**config.mk**
```make
export PLATFORM = sky130hd
export DESIGN_NAME = ram_ctrl_flat
export DESIGN_NICKNAME = d
export VERILOG_FILES = /design/src/rtl/ram_ctrl_if.sv /design/src/rtl/ram_ctrl.sv /design/src/flat_wrapper.sv
export SDC_FILE = /design/constraint.sdc
export NUM_CORES = 1
export LEC_CHECK = 0
export BUFFER_PORTS_ARGS = -buffer_cell sky130_fd_sc_hd__buf_2
export CORE_UTILIZATION = 48
export CTS_BUF_LIST = sky130_fd_sc_hd__clkbuf_4
export CTS_CLUSTER_SIZE = 14
export DETAILED_ROUTE_END_ITERATION = 8
export MAX_ROUTING_LAYER = met4
export PLACE_DENSITY = 0.78
export SLEW_MARGIN = 0
export SYNTH_ARGS = -nofsm -noshare
export SYNTH_HDL_FRONTEND = slang
export SYNTH_SLANG_ARGS = --single-unit
```
**constraint.sdc**
```tcl
create_clock -name clk -period 1.5 [get_ports clk]
set_clock_uncertainty 0.05 [all_clocks]
set_input_delay 0.3 -clock clk [delete_from_list [all_inputs] [get_ports clk]]
set_output_delay 0.3 -clock clk [all_outputs]
set_load 0.05 [all_outputs]
```
**src/rtl/ram_ctrl_if.sv**
```systemverilog
// CPU-side port of the RAM controller: load/store request/response handshake
// plus the whole-array fill control and status.
interface ram_ctrl_if #(
  parameter int ADDR_W = 5,
  parameter int DATA_W = 8
);
  logic              req_valid;
  logic              req_ready;
  logic              req_we;
  logic [ADDR_W-1:0] req_addr;
  logic [DATA_W-1:0] req_wdata;
  logic              rsp_valid;
  logic [DATA_W-1:0] rsp_rdata;
  logic              fill_start;
  logic [DATA_W-1:0] fill_value;
  logic              fill_done;
  logic              busy;

  // CPU side drives requests and fill commands
  modport master (
    output req_valid, req_we, req_addr, req_wdata, fill_start, fill_value,
    input  req_ready, rsp_valid, rsp_rdata, fill_done, busy
  );

  // Controller side answers them
  modport slave (
    input  req_valid, req_we, req_addr, req_wdata, fill_start, fill_value,
    output req_ready, rsp_valid, rsp_rdata, fill_done, busy
  );
endinterface

```
**src/rtl/ram_ctrl.sv**
```systemverilog
// Initiator-side controller for a small combinational-read RAM. Offers the CPU
// a registered load/store handshake, clears the array after reset and fills
// it with a pattern on demand. Every output, including all RAM pins, is a flop.
module ram_ctrl #(
  parameter int ADDR_W     = 5,
  parameter int DATA_W     = 8,
  parameter int INIT_CLEAR = 1
) (
  input  logic              clk,
  input  logic              rst_n,
  ram_ctrl_if.slave         bus,
  output logic [ADDR_W-1:0] ram_addr,
  output logic [DATA_W-1:0] ram_data_in,
  output logic              ram_we,
  input  logic [DATA_W-1:0] ram_data_out
);

  localparam logic [2:0] S_INIT   = 3'd0;
  localparam logic [2:0] S_IDLE   = 3'd1;
  localparam logic [2:0] S_ACCESS = 3'd2;
  localparam logic [2:0] S_RESP   = 3'd3;
  localparam logic [2:0] S_FILL   = 3'd4;

  // Walk counter is one bit wider than the address so the end of the array
  // is seen as count == DEPTH without the address ever wrapping.
  localparam logic [ADDR_W:0] CNT_END = {1'b1, {ADDR_W{1'b0}}};
  localparam logic [ADDR_W:0] CNT_ONE = {{ADDR_W{1'b0}}, 1'b1};

  logic [2:0]        state_q, state_d;
  logic [ADDR_W:0]   cnt_q, cnt_d;
  logic [DATA_W-1:0] fill_val_q, fill_val_d;
  logic              req_ready_q, req_ready_d;
  logic              rsp_valid_q, rsp_valid_d;
  logic [DATA_W-1:0] rsp_rdata_q, rsp_rdata_d;
  logic              fill_done_q, fill_done_d;
  logic              busy_q, busy_d;
  logic [ADDR_W-1:0] ram_addr_q, ram_addr_d;
  logic [DATA_W-1:0] ram_data_in_q, ram_data_in_d;
  logic              ram_we_q, ram_we_d;

  // Next-state and next-output logic for the controller FSM
  always_comb begin
    state_d       = state_q;
    cnt_d         = cnt_q;
    fill_val_d    = fill_val_q;
    req_ready_d   = req_ready_q;
    rsp_valid_d   = 1'b0;
    rsp_rdata_d   = rsp_rdata_q;
    fill_done_d   = 1'b0;
    busy_d        = busy_q;
    ram_addr_d    = ram_addr_q;
    ram_data_in_d = ram_data_in_q;
    ram_we_d      = ram_we_q;
    case (state_q)
      S_INIT: begin
        if (cnt_q == CNT_END) begin
          state_d     = S_IDLE;
          ram_we_d    = 1'b0;
          req_ready_d = 1'b1;
          busy_d      = 1'b0;
        end else begin
          ram_we_d      = 1'b1;
          ram_addr_d    = cnt_q[ADDR_W-1:0];
          ram_data_in_d = '0;
          cnt_d         = cnt_q + CNT_ONE;
        end
      end
      S_IDLE: begin
        req_ready_d = 1'b1;
        busy_d      = 1'b0;
        ram_we_d    = 1'b0;
        if (bus.fill_start) begin
          // First fill write is issued at the start edge so the walk is DEPTH cycles
          state_d       = S_FILL;
          fill_val_d    = bus.fill_value;
          ram_we_d      = 1'b1;
          ram_addr_d    = '0;
          ram_data_in_d = bus.fill_value;
          cnt_d         = CNT_ONE;
          req_ready_d   = 1'b0;
          busy_d        = 1'b1;
        end else if (bus.req_valid && req_ready_q) begin
          state_d       = S_ACCESS;
          ram_addr_d    = bus.req_addr;
          ram_data_in_d = bus.req_wdata;
          ram_we_d      = bus.req_we;
          req_ready_d   = 1'b0;
          busy_d        = 1'b1;
        end
      end
      S_ACCESS: begin
        // Stores echo the written word; loads take the combinational read
        rsp_rdata_d = ram_we_q ? ram_data_in_q : ram_data_out;
        ram_we_d    = 1'b0;
        state_d     = S_RESP;
      end
      S_RESP: begin
        rsp_valid_d = 1'b1;
        req_ready_d = 1'b1;
        busy_d      = 1'b0;
        state_d     = S_IDLE;
      end
      S_FILL: begin
        if (cnt_q == CNT_END) begin
          state_d     = S_IDLE;
          ram_we_d    = 1'b0;
          fill_done_d = 1'b1;
          req_ready_d = 1'b1;
          busy_d      = 1'b0;
        end else begin
          ram_we_d      = 1'b1;
          ram_addr_d    = cnt_q[ADDR_W-1:0];
          ram_data_in_d = fill_val_q;
          cnt_d         = cnt_q + CNT_ONE;
        end
      end
      default: begin
        state_d  = S_IDLE;
        ram_we_d = 1'b0;
      end
    endcase
  end

  // State and output registers; reset aborts any operation in progress
  always_ff @(posedge clk) begin
    if (!rst_n) begin
      state_q       <= (INIT_CLEAR != 0) ? S_INIT : S_IDLE;
      cnt_q         <= '0;
      fill_val_q    <= '0;
      req_ready_q   <= 1'b0;
      rsp_valid_q   <= 1'b0;
      rsp_rdata_q   <= '0;
      fill_done_q   <= 1'b0;
      busy_q        <= 1'b1;
      ram_addr_q    <= '0;
      ram_data_in_q <= '0;
      ram_we_q      <= 1'b0;
    end else begin
      state_q       <= state_d;
      cnt_q         <= cnt_d;
      fill_val_q    <= fill_val_d;
      req_ready_q   <= req_ready_d;
      rsp_valid_q   <= rsp_valid_d;
      rsp_rdata_q   <= rsp_rdata_d;
      fill_done_q   <= fill_done_d;
      busy_q        <= busy_d;
      ram_addr_q    <= ram_addr_d;
      ram_data_in_q <= ram_data_in_d;
      ram_we_q      <= ram_we_d;
    end
  end

  assign bus.req_ready = req_ready_q;
  assign bus.rsp_valid = rsp_valid_q;
  assign bus.rsp_rdata = rsp_rdata_q;
  assign bus.fill_done = fill_done_q;
  assign bus.busy      = busy_q;
  assign ram_addr      = ram_addr_q;
  assign ram_data_in   = ram_data_in_q;
  assign ram_we        = ram_we_q;

endmodule

```
**src/flat_wrapper.sv**
```systemverilog
// flat-port wrapper written by rule: the top's interface ports become plain ports
module ram_ctrl_flat 
#(
  parameter int ADDR_W     = 5,
  parameter int DATA_W     = 8,
  parameter int INIT_CLEAR = 1
)
  (clk, rst_n, ram_addr, ram_data_in, ram_we, ram_data_out, bus_req_valid, bus_req_we, bus_req_addr, bus_req_wdata, bus_fill_start, bus_fill_value, bus_req_ready, bus_rsp_valid, bus_rsp_rdata, bus_fill_done, bus_busy);
  ram_ctrl_if #(.ADDR_W(ADDR_W), .DATA_W(DATA_W)) bus_i ();
  input  logic clk;
  input  logic rst_n;
  output logic [ADDR_W-1:0] ram_addr;
  output logic [DATA_W-1:0] ram_data_in;
  output logic ram_we;
  input  logic [DATA_W-1:0] ram_data_out;
  input wire logic [$bits(bus_i.req_valid)-1:0] bus_req_valid;
  input wire logic [$bits(bus_i.req_we)-1:0] bus_req_we;
  input wire logic [$bits(bus_i.req_addr)-1:0] bus_req_addr;
  input wire logic [$bits(bus_i.req_wdata)-1:0] bus_req_wdata;
  input wire logic [$bits(bus_i.fill_start)-1:0] bus_fill_start;
  input wire logic [$bits(bus_i.fill_value)-1:0] bus_fill_value;
  output wire logic [$bits(bus_i.req_ready)-1:0] bus_req_ready;
  output wire logic [$bits(bus_i.rsp_valid)-1:0] bus_rsp_valid;
  output wire logic [$bits(bus_i.rsp_rdata)-1:0] bus_rsp_rdata;
  output wire logic [$bits(bus_i.fill_done)-1:0] bus_fill_done;
  output wire logic [$bits(bus_i.busy)-1:0] bus_busy;
  assign bus_i.req_valid = bus_req_valid;
  assign bus_i.req_we = bus_req_we;
  assign bus_i.req_addr = bus_req_addr;
  assign bus_i.req_wdata = bus_req_wdata;
  assign bus_i.fill_start = bus_fill_start;
  assign bus_i.fill_value = bus_fill_value;
  assign bus_req_ready = bus_i.req_ready;
  assign bus_rsp_valid = bus_i.rsp_valid;
  assign bus_rsp_rdata = bus_i.rsp_rdata;
  assign bus_fill_done = bus_i.fill_done;
  assign bus_busy = bus_i.busy;
  ram_ctrl #(.ADDR_W(ADDR_W), .DATA_W(DATA_W), .INIT_CLEAR(INIT_CLEAR)) u_core (.clk(clk), .rst_n(rst_n), .bus(bus_i), .ram_addr(ram_addr), .ram_data_in(ram_data_in), .ram_we(ram_we), .ram_data_out(ram_data_out));
endmodule
```
==> metrics.txt, run 1 <==
DR vias 1,967; RSZ-0062 raised after global routing true; P_sw 0.496 mW; drt initial violations 130; drt first pass iters 4; H-tree Lvls 2; Max Freq 648 MHz; Hold Crit Depth 3; Root Driver clkbuf_4; max incr delay on CP 370 ps; pin count of the biggest net entering global routing 36; Num CTS Buffers 5; Max Root-Sink Buffers 2; Initial Util 0.500; Synth Area in XOR/XNOR 0.00438; Slew HR 0.795; Worst Setup End Kind register; fraction of the mapped netlist area in compound gates 0.236; post-synthesis simple-gate area fraction 0.221; worst path arrival time 1780 ps; Core Area 4000 um^2; hold crit path type in2reg; Finished Core Util 0.656; Critical Path Start u_core.cnt_q[3]; Netlist cell types 39; # setup viols final 14; Fill cells 336; Hold Vio Cnt, Final 0; total gr overflow 0; antenna cells 0; WL/cell 14.1 um; Ys Warns 0; Top delay family on crit path simple AND/OR/NAND/NOR gates; Post-Synth Adder-Cell Area 0.0125; critical path type reg2reg; # DRC 0; # rows 23; flops & latches, synth 43; worst path bufs/invs 1; initial antenna violation count 0; status finished, violations left; cell count after placement 346; GPL Wtd Cong 0.821; Synth Flop Type dfxtp_1; Cell Int Power approximately 1.4 mW; drt total wl 5.03 mm; Mapped Cells between 200 and 250; Final period util 1.03; first-pass GRT wire length around 8.0 mm; Crit-path slowest cell dfxtp_4; hold path startpoint bus_fill_value[2]; CTS tree done; R2R cell count 5; mux cell area share after synthesis 0.0457; Combinational Power Share 0.093; CTS sink count 43; FFs w/ async S/R, synth 0; Ports 60; Worst-Margin Slew 308 ps; reg2reg end u_core.ram_data_in[0]; die outline height 66.6 um; Antenna Nets Post-Route 0; HPWL after DPL 3.61 mm; r2r startpoint u_core.cnt_q[3]; largest family of logic cells by synthesized area compound AO/OA/AOI/OAI gates; CP Capture Point u_core.ram_data_in[0]; Die W 66.6 um; most frequent cells in the layout buf_2 (59), dfxtp_1 (39), nand2_1 (32); Post-Syn Area per Cell 8.77 um^2; fin crit period 1540 ps; pins over their slew limit 0; critical-path cell list nor4b_4, a21oi_2, or2_4, clkbuf_16, a211oi_2; Reg2Reg Setup Slack -40 ps; Post-Syn Nets 264; Clock power frac 0.300; share of cells above drive strength 1 0.389; port buffer count approximately 60; VDD IR max 0.000466 V; Sw Ratio 0.260; Skew-Pair Late Insertion Delay 360 ps; max_cap viols 0; Die Area roughly 4400 um^2; Leak 1.12 nW; Cell Area, Synth 2000 um^2; NumNets Final between 300 and 400; worst-path fanout max 7; area added between synthesis and finish 31.2%; Req. time, crit path 1730 ps; Stages on worst setup path 5; all-layer global routing usage 0.241; routed vias/inst 5.53; violated checks setup timing; CTS clk-pin slew, worst paths between 100 and 150 ps; critical path startpoint category register; non-filler instance count after layout roughly 360; register share of total power 0.607; vias in the first global route around 1,700; sequential fraction of the synthesis area 0.430; commonest non-fill, non-tap cell in the layout buf_2; Post-synth EDFFs 0; power per cell area 727 nW/um^2; final worst setup slack -44.1 ps
## area by class of cell
type | count | area [um^2] | area share
Tap cell | 50 | 62.6 | 0.0238
Clock inverter | 3 | 18.8 | 0.00715
Multi-Input combinational cell | 163 | 1060 | 0.406
Inverter | 5 | 18.8 | 0.00715
Clock buffer | 5 | 37.5 | 0.0143
Sequential cell | 43 | 871 | 0.332
Timing Repair Buffer | 87 | 552 | 0.210
## state kept, by name (all words and copies together) (netlist names)
name / flops
u_core.bus.rsp_rdata: 8
u_core.state_q: 3
u_core.cnt_q: 6
u_core.bus.req_ready: 1
u_core.ram_addr: 5
u_core.bus.rsp_valid: 1
u_core.fill_val_q: 8
u_core.bus.fill_done: 1
u_core.ram_data_in: 8
u_core.bus.busy: 1
u_core.ram_we: 1
## power by group through the flow
stage	Combinational, mW	Sequential [mW]	Clock, mW
final	0.177	1.16	0.572
after CTS	0.176	1.16	0.584
after global placement	0.172	1.18	0
after detailed placement	0.175	1.18	0
after floorplan	0.0701	1.21	0
after global routing	0.193	1.16	0.632
## what timing repair did
action,4_1_cts,5_1_grt
resized for setup,3,4
cloned,0,1
pin swaps,2,3
endpoints found under the setup margin,6,16
setup buffers,0,1
hold buffers,0,0
## worst min-delay path by stage
stage,slack [ps],endpoint
after CTS,120,u_core.fill_val_q[2]
after global placement,390,u_core.bus.busy
after floorplan,390,u_core.fill_val_q[7]
after global routing,130,u_core.fill_val_q[2]
after detailed placement,390,u_core.bus.busy
final,130,u_core.fill_val_q[2]
## cell families (layout without fill, tap and decap cells)
kind of cell	count (synthesis)	after routing
DFF	43	43
buffers and inverters	22	100
adders and majority gates	2	2
AOI/OAI and AO/OA	62	62
xor gates and xnor gates	1	1
muxes	9	9
and+or+nand+nor	89	89
## worst reg2reg max path, delay by kind of cell (launching register included)
family	cells	cell delay, ps
simple gates	2	600
flops	1	370
compound gates	2	290
buf+inv	1	170
## synth_stat cells, types with 6 or more instances
| cell | number | area [um^2] |
|---|---|---|
| a211oi_1 | 13 | 97.6 |
| a211oi_2 | 9 | 113 |
| dfxtp_1 | 43 | 861 |
| nor2_1 | 19 | 71.3 |
| nor3_1 | 15 | 75.1 |
| mux2i_1 | 8 | 80.1 |
| nand2_1 | 32 | 120 |
| buf_2 | 9 | 45.0 |
| o211a_1 | 6 | 60.1 |
| clkbuf_1 | 6 | 22.5 |
| a21oi_1 | 20 | 100 |
## metrics by stage
stage	total power, mW	hold slack [ps]	setup TNS (ps)	worst slack (ps)	area (um^2)
5_1_grt	1.99	130	-1320	-101	2630
3_3_place_gp	1.36	389	0	14.7	2510
4_1_cts	1.92	121	0	0.286	2580
6_report	1.91	135	-400	-44.1	2630
2_1_floorplan	1.28	386	-130	-14.7	2020
3_5_place_dp	1.36	394	-16.2	-15.2	2510
## metal layers
| layer | vias up | global-route usage | wire length [um] |
|---|---|---|---|
| met4 | 0 | 0.0638 | 52 |
| met3 | 4 | 0.0462 | 272 |
| met1 | 926 | 0.320 | 2290 |
| li1 | 968 | - | - |
| met2 | 69 | 0.374 | 2420 |
| met5 | - | - | 0 |
Power figures use the tool's default switching activity.
==> run 2: changes to the inputs <==
--- a/config.mk
+++ b/config.mk
@@ -7,4 +7,5 @@
 export LEC_CHECK = 0
 export BUFFER_PORTS_ARGS = -buffer_cell sky130_fd_sc_hd__buf_2
+export CORE_ASPECT_RATIO = 1.1
 export CORE_UTILIZATION = 48
 export CTS_BUF_LIST = sky130_fd_sc_hd__clkbuf_4
==> constraint.sdc (replaced) <==
create_clock -name clk -period 1.5 [get_ports clk]
set_clock_uncertainty 0.05 [all_clocks]
set_input_delay 0.15 -clock clk [delete_from_list [all_inputs] [get_ports clk]]
set_output_delay 0.15 -clock clk [all_outputs]
set_load 0.05 [all_outputs]
==> run 2 against run 1 <==
Net effect:
- the flow still finishes with violations (setup timing)
- combinational power is 5% higher
- critical path depth stayed put
- cell area is 5.5% higher
- die area hardly changed
- largest power group unchanged
==> metrics.txt, run 2 (same netlist as run 1, synthesis figures left out) <==
met3 Use GR 0.0559 (+0.00969); pins over their slew limit 0 (unchanged); WL/cell 15.1 um (+7.0%); Num CTS Buffers 5 (unchanged); commonest non-fill, non-tap cell in the layout buf_2; most frequent cells in the layout buf_2 (59), dfxtp_1 (36), nand2_1 (32); DR vias 1,981 (+0.71%); Power Total 2.28 mW (+19%); violated checks setup timing; area added between synthesis and finish 38.4%; M2 GR Usage 0.442 (+0.0683); Fin Hold WS 2.02 ps (-133 ps); Die W 63.6 um (-4.5%); NumNets Final 347 (+1.8%); power per cell area 823 nW/um^2 (+13%); share of cells above drive strength 1 0.401 (+0.0118); GPL Wtd Cong 0.834 (+1.6%); Leak 1.18 nW (+5.6%); Worst-Margin Slew 393 ps (+85.4 ps); first-pass GRT wire length 8.94 mm (+12%); Max Root-Sink Buffers 2 (unchanged); RSZ-0062 raised after global routing true; # DRC 0 (unchanged); grt peak-use layer met2; port buffer count 59 (unchanged); die outline height 69.7 um (+4.7%); Multi-input gate area 1080 um^2 (+1.8%); worst-path fanout max 16 (+9); antenna cells 0 (unchanged); final worst setup slack -59.4 ps (-15.3 ps); status finished, violations left; Slew HR 0.738 (-0.0569); drt initial violations 118 (-9.2%); # rows 24 (+4.3%); Skew-Pair Late Insertion Delay 370 ps (about the same); Place WS -34.2 ps (-19.0 ps); Max Freq 641 MHz (-0.98%); fin crit period 1560 ps (+15.3 ps); H-tree Lvls 2 (unchanged); total gr overflow 0 (unchanged); drt total wl 5.50 mm (+9.4%); vias in the first global route 1,982 (+14%); CTS tree done; initial antenna violation count 0 (unchanged); max_cap viols 0 (unchanged); non-filler instance count after layout 364 (+2.2%); hold crit path type in2reg; FF+latch area 875 um^2 (+0.43%); Req. time, crit path 1760 ps (+30 ps); HPWL after DPL 3.77 mm (+4.6%); critical path startpoint category register; Hold Vio Cnt, Final 0 (unchanged); Root Driver clkbuf_4; CTS clk-pin slew, worst paths 130 ps (about the same); # setup viols final 14 (unchanged); worst path arrival time 1810 ps (+30 ps); VDD IR max 0.000516 V (+11%); pin count of the biggest net entering global routing 25 (-31%); Final period util 1.04 (+0.0102); all-layer global routing usage 0.268 (+0.0262); Initial Util 0.505 (+0.00458); Core Area 3960 um^2 (-0.91%); routed vias/inst 5.44 (-1.5%); Worst Setup End Kind register; Ports 60 (unchanged); cell count after placement 346 (unchanged); Fill cells 328 (-2.4%); routing usage on met1 0.318 (-0.00228); critical path type reg2reg; CTS sink count 43 (unchanged); Antenna Nets Post-Route 0 (unchanged); Die Area 4430 um^2 (about the same); drt first pass iters 4 (unchanged)
[run 2: cell types whose count changed in the layout (fill, tap and decap cells not counted), moves of 2 or more]
cell / change
dfxtp_1: -3
a211oi_2: +2
dlygate4sd3_1: +7
bufinv_16: +2
dfxtp_2: +3
a211oi_1: -2
[run 2: critical path, stage by stage, from the launching register on]
cell and delay, ps:
dfxtp_4 370, nor4b_4 310, a21oi_2 130, buf_12 170, or3_4 340, a21oi_2 130
[run 2: area by class of cell]
| class | count | share of cell area |
|---|---|---|
| multi-input cells | 163 | 0.391 |
| flip-flops and latches | 43 | 0.316 |
| repair buffers | 93 | 0.225 |
| clock inverters | 3 | 0.0239 |
| well taps | 52 | 0.0235 |
| clock buffers | 5 | 0.0136 |
| inverters | 5 | 0.00678 |
[run 2: layer usage]
metal  share of wire  up-vias
li1                -      974
met1            0.43      918
met2            0.50       80
met3           0.055        9
met4           0.015        0
met5               0        -
[run 2: metrics by stage]
step | util | instance area [um^2] | setup TNS [ps]
final | 0.699 | 2770 | -373
after global routing | 0.699 | 2770 | -1420
after CTS | 0.682 | 2700 | -131
after detailed placement | 0.634 | 2510 | -98.9
after global placement | 0.634 | 2510 | 0
after floorplan | - | 2020 | -130
[run 2: power by group]
part	switching, mW	internal, mW	leakage, nW	total, mW
clock network	0.406	0.520	0.0557	0.926
registers	0.0146	1.15	0.351	1.17
logic	0.0971	0.0892	0.778	0.186
[run 2: path summary, 6_finish.rpt]
path                              from                   end  slack, ps  cells past startpoint
setup / recovery       u_core.cnt_q[3]       u_core.cnt_q[1]        -60                      5
setup reg to reg       u_core.cnt_q[3]       u_core.cnt_q[1]        -60                      5
hold / removal       bus_fill_value[1]  u_core.fill_val_q[1]          2                      3
hold reg to reg   u_core.fill_val_q[2]  u_core.fill_val_q[2]        420                      2
[run 2: what timing repair did]
item,CTS,global route
cloned,0,1
setup endpoints to repair,14,20
setup buffers,1,1
pin swaps,3,3
resized for setup,3,10
endpoints found under the hold margin,7,0
hold buffers,7,0
==> run 3: changes to the inputs <==
CTS_BUF_LIST = sky130_fd_sc_hd__clkbuf_8   (was sky130_fd_sc_hd__clkbuf_4)
==> run 3 against run 2 <==
Net effect:
- the flow still finishes with violations (setup timing)
- sequential cell count stayed put
- fmax is 1.7% higher
- utilization fell by 0.88 points
- highest routed layer unchanged
- global-route usage increased by 0.071 points
- critical path depth is the same
- critical path type unchanged
- sequential power barely moved
- worst setup slack improved by 26 ps
- clock power grew 17%
- worst hold slack gained 41 ps
==> metrics.txt, run 3 (same netlist as run 1, synthesis figures left out) <==
commonest non-fill, non-tap cell in the layout buf_2; Max Root-Sink Buffers 2 (unchanged); first-pass GRT wire length 8.90 mm (-0.46%); Leak 1.17 nW (-1.5%); most used cell, CP a21oi_2; drt initial violations 90 (-24%); Core Area 3960 um^2 (unchanged); # setup viols final 13 (-1); vias in the first global route 1,976 (-0.30%); CTS sink count 43 (unchanged); most frequent cells in the layout buf_2 (59), dfxtp_1 (38), nand2_1 (32); port buffer count 59 (unchanged); critical-path cell list nor4b_4, a21oi_2, buf_12, or3_4, a21oi_2; met3 Use GR 0.0543 (-0.00164); design area 2730 um^2 (-1.3%); max incr delay on CP 360 ps (about the same); drt first pass iters 4 (unchanged); Worst Setup End Kind register; grt peak-use layer met2; M2 GR Usage 0.441 (-0.00118); CTS Hold Buffers Added 0 (-7); fin crit period 1530 ps (-25.9 ps); hold crit path type in2reg; routing usage on met1 0.318 (unchanged); Num CTS Buffers 5 (unchanged); Slew HR 0.733 (-0.00456); pin count of the biggest net entering global routing 25 (unchanged); antenna cells 0 (unchanged); WL/cell 15.0 um (-0.65%); GPL Wtd Cong 0.834 (unchanged); Multi-input gate area 1090 um^2 (+0.23%); critical path type reg2reg; Fin Hold WS 42.8 ps (+40.8 ps); Fill cells 338 (+3.0%); max_cap viols 0 (unchanged); # rows 24 (unchanged); HPWL after DPL 3.77 mm (unchanged); RSZ-0062 raised after global routing true; cell count after placement 346 (unchanged); CTS tree done; Ports 60 (unchanged); initial antenna violation count 0 (unchanged); Die Area 4430 um^2 (unchanged); pins over their slew limit 0 (unchanged); Root Driver clkbuf_8; Die W 63.6 um (unchanged); non-filler instance count after layout 357 (-1.9%); Crit-path slowest cell dfxtp_4; VDD IR max 0.000528 V (+2.3%); violated checks setup timing; power per cell area 883 nW/um^2 (+7.3%); CTS clk-pin slew, worst paths 80 ps (-50 ps); critical path startpoint category register; FF+latch area 872 um^2 (-0.29%); Antenna Nets Post-Route 0 (unchanged); total gr overflow 0 (unchanged); routed vias/inst 5.45 (about the same); Max Freq 652 MHz (+1.7%); Placed Area 2510 um^2 (unchanged); # DRC 0 (unchanged); Initial Util 0.505 (unchanged); NumNets Final 340 (-2.0%); all-layer global routing usage 0.268 (+0.000710); Req. time, crit path 1690 ps (-70 ps); share of cells above drive strength 1 0.407 (+0.00592); Final period util 1.02 (-0.0173); worst path arrival time 1720 ps (-90 ps); worst-path fanout max 16 (unchanged); Skew-Pair Late Insertion Delay 300 ps (-70 ps); die outline height 69.7 um (unchanged); Worst-Margin Slew 400 ps (+6.84 ps); final worst setup slack -33.5 ps (+25.9 ps); Hold Vio Cnt, Final 0 (unchanged); DR vias 1,944 (-1.9%); area added between synthesis and finish 36.6%; status finished, violations left; H-tree Lvls 2 (unchanged); drt total wl 5.36 mm (-2.6%)
-- run 3: cell types whose count changed in the layout (fill, tap and decap cells not counted) --
cell	previous run	this run
ha_2	0	1
clkbuf_8	0	5
buf_4	23	22
dlygate4sd3_1	7	0
dfxtp_2	5	3
ha_1	2	1
buf_6	0	1
clkbuf_4	5	0
dfxtp_1	36	38
-- run 3: critical path, delay by kind of cell (launching register included) --
kind | cells | cell delay (ps)
AND/OR/NAND/NOR | 2 | 650
flip-flops | 1 | 360
AO/OA/AOI/OAI | 2 | 250
buffers and inverters | 1 | 170
-- run 3: final timing paths --
path | start | to | slack (ps) | cells past startpoint
setup / recovery | u_core.cnt_q[3] | u_core.cnt_q[1] | -30 | 5
hold / removal | bus_fill_value[2] | u_core.fill_val_q[2] | 40 | 3
setup reg to reg | u_core.cnt_q[3] | u_core.cnt_q[1] | -30 | 5
hold reg to reg | u_core.fill_val_q[2] | u_core.fill_val_q[2] | 410 | 2
-- run 3: through the flow --
stage	power [mW]	setup WS, ps	utilization	TNS [ps]
floorplan	1.28	-14.7	-	-130
global placement	1.35	30.3	0.634	0
detailed placement	1.36	-34.2	0.634	-98.9
CTS	2.42	-32.6	0.673	-98.3
global route	2.49	-98.1	0.690	-1180
finish	2.41	-33.5	0.690	-202
-- run 3: per-layer routing --
layer | part of all wire | vias up
li1 | - | 959
met1 | 0.45 | 907
met2 | 0.49 | 63
met3 | 0.044 | 15
met4 | 0.023 | 0
met5 | 0 | -
-- run 3: timing repair --
item	CTS	global route
endpoints found under the setup margin	13	20
pin swaps	3	2
gates cloned	0	1
setup buffers	1	1
hold endpoints to repair	0	0
gates resized for setup	4	9
-- run 3: final cells by class --
class / instances / share of cell area
clock buffers: 5 / 0.0252
clock inverters: 3 / 0.0243
inverters: 5 / 0.00686
multi-input cells: 163 / 0.397
flip-flops and latches: 43 / 0.319
well taps: 52 / 0.0238
repair buffers: 86 / 0.204
-- run 3: report_power, final --
group          total, mW  internal (mW)  switching (mW)
Clock               1.08          0.665           0.414
Combinational      0.172         0.0782          0.0933
Sequential          1.16           1.15          0.0143
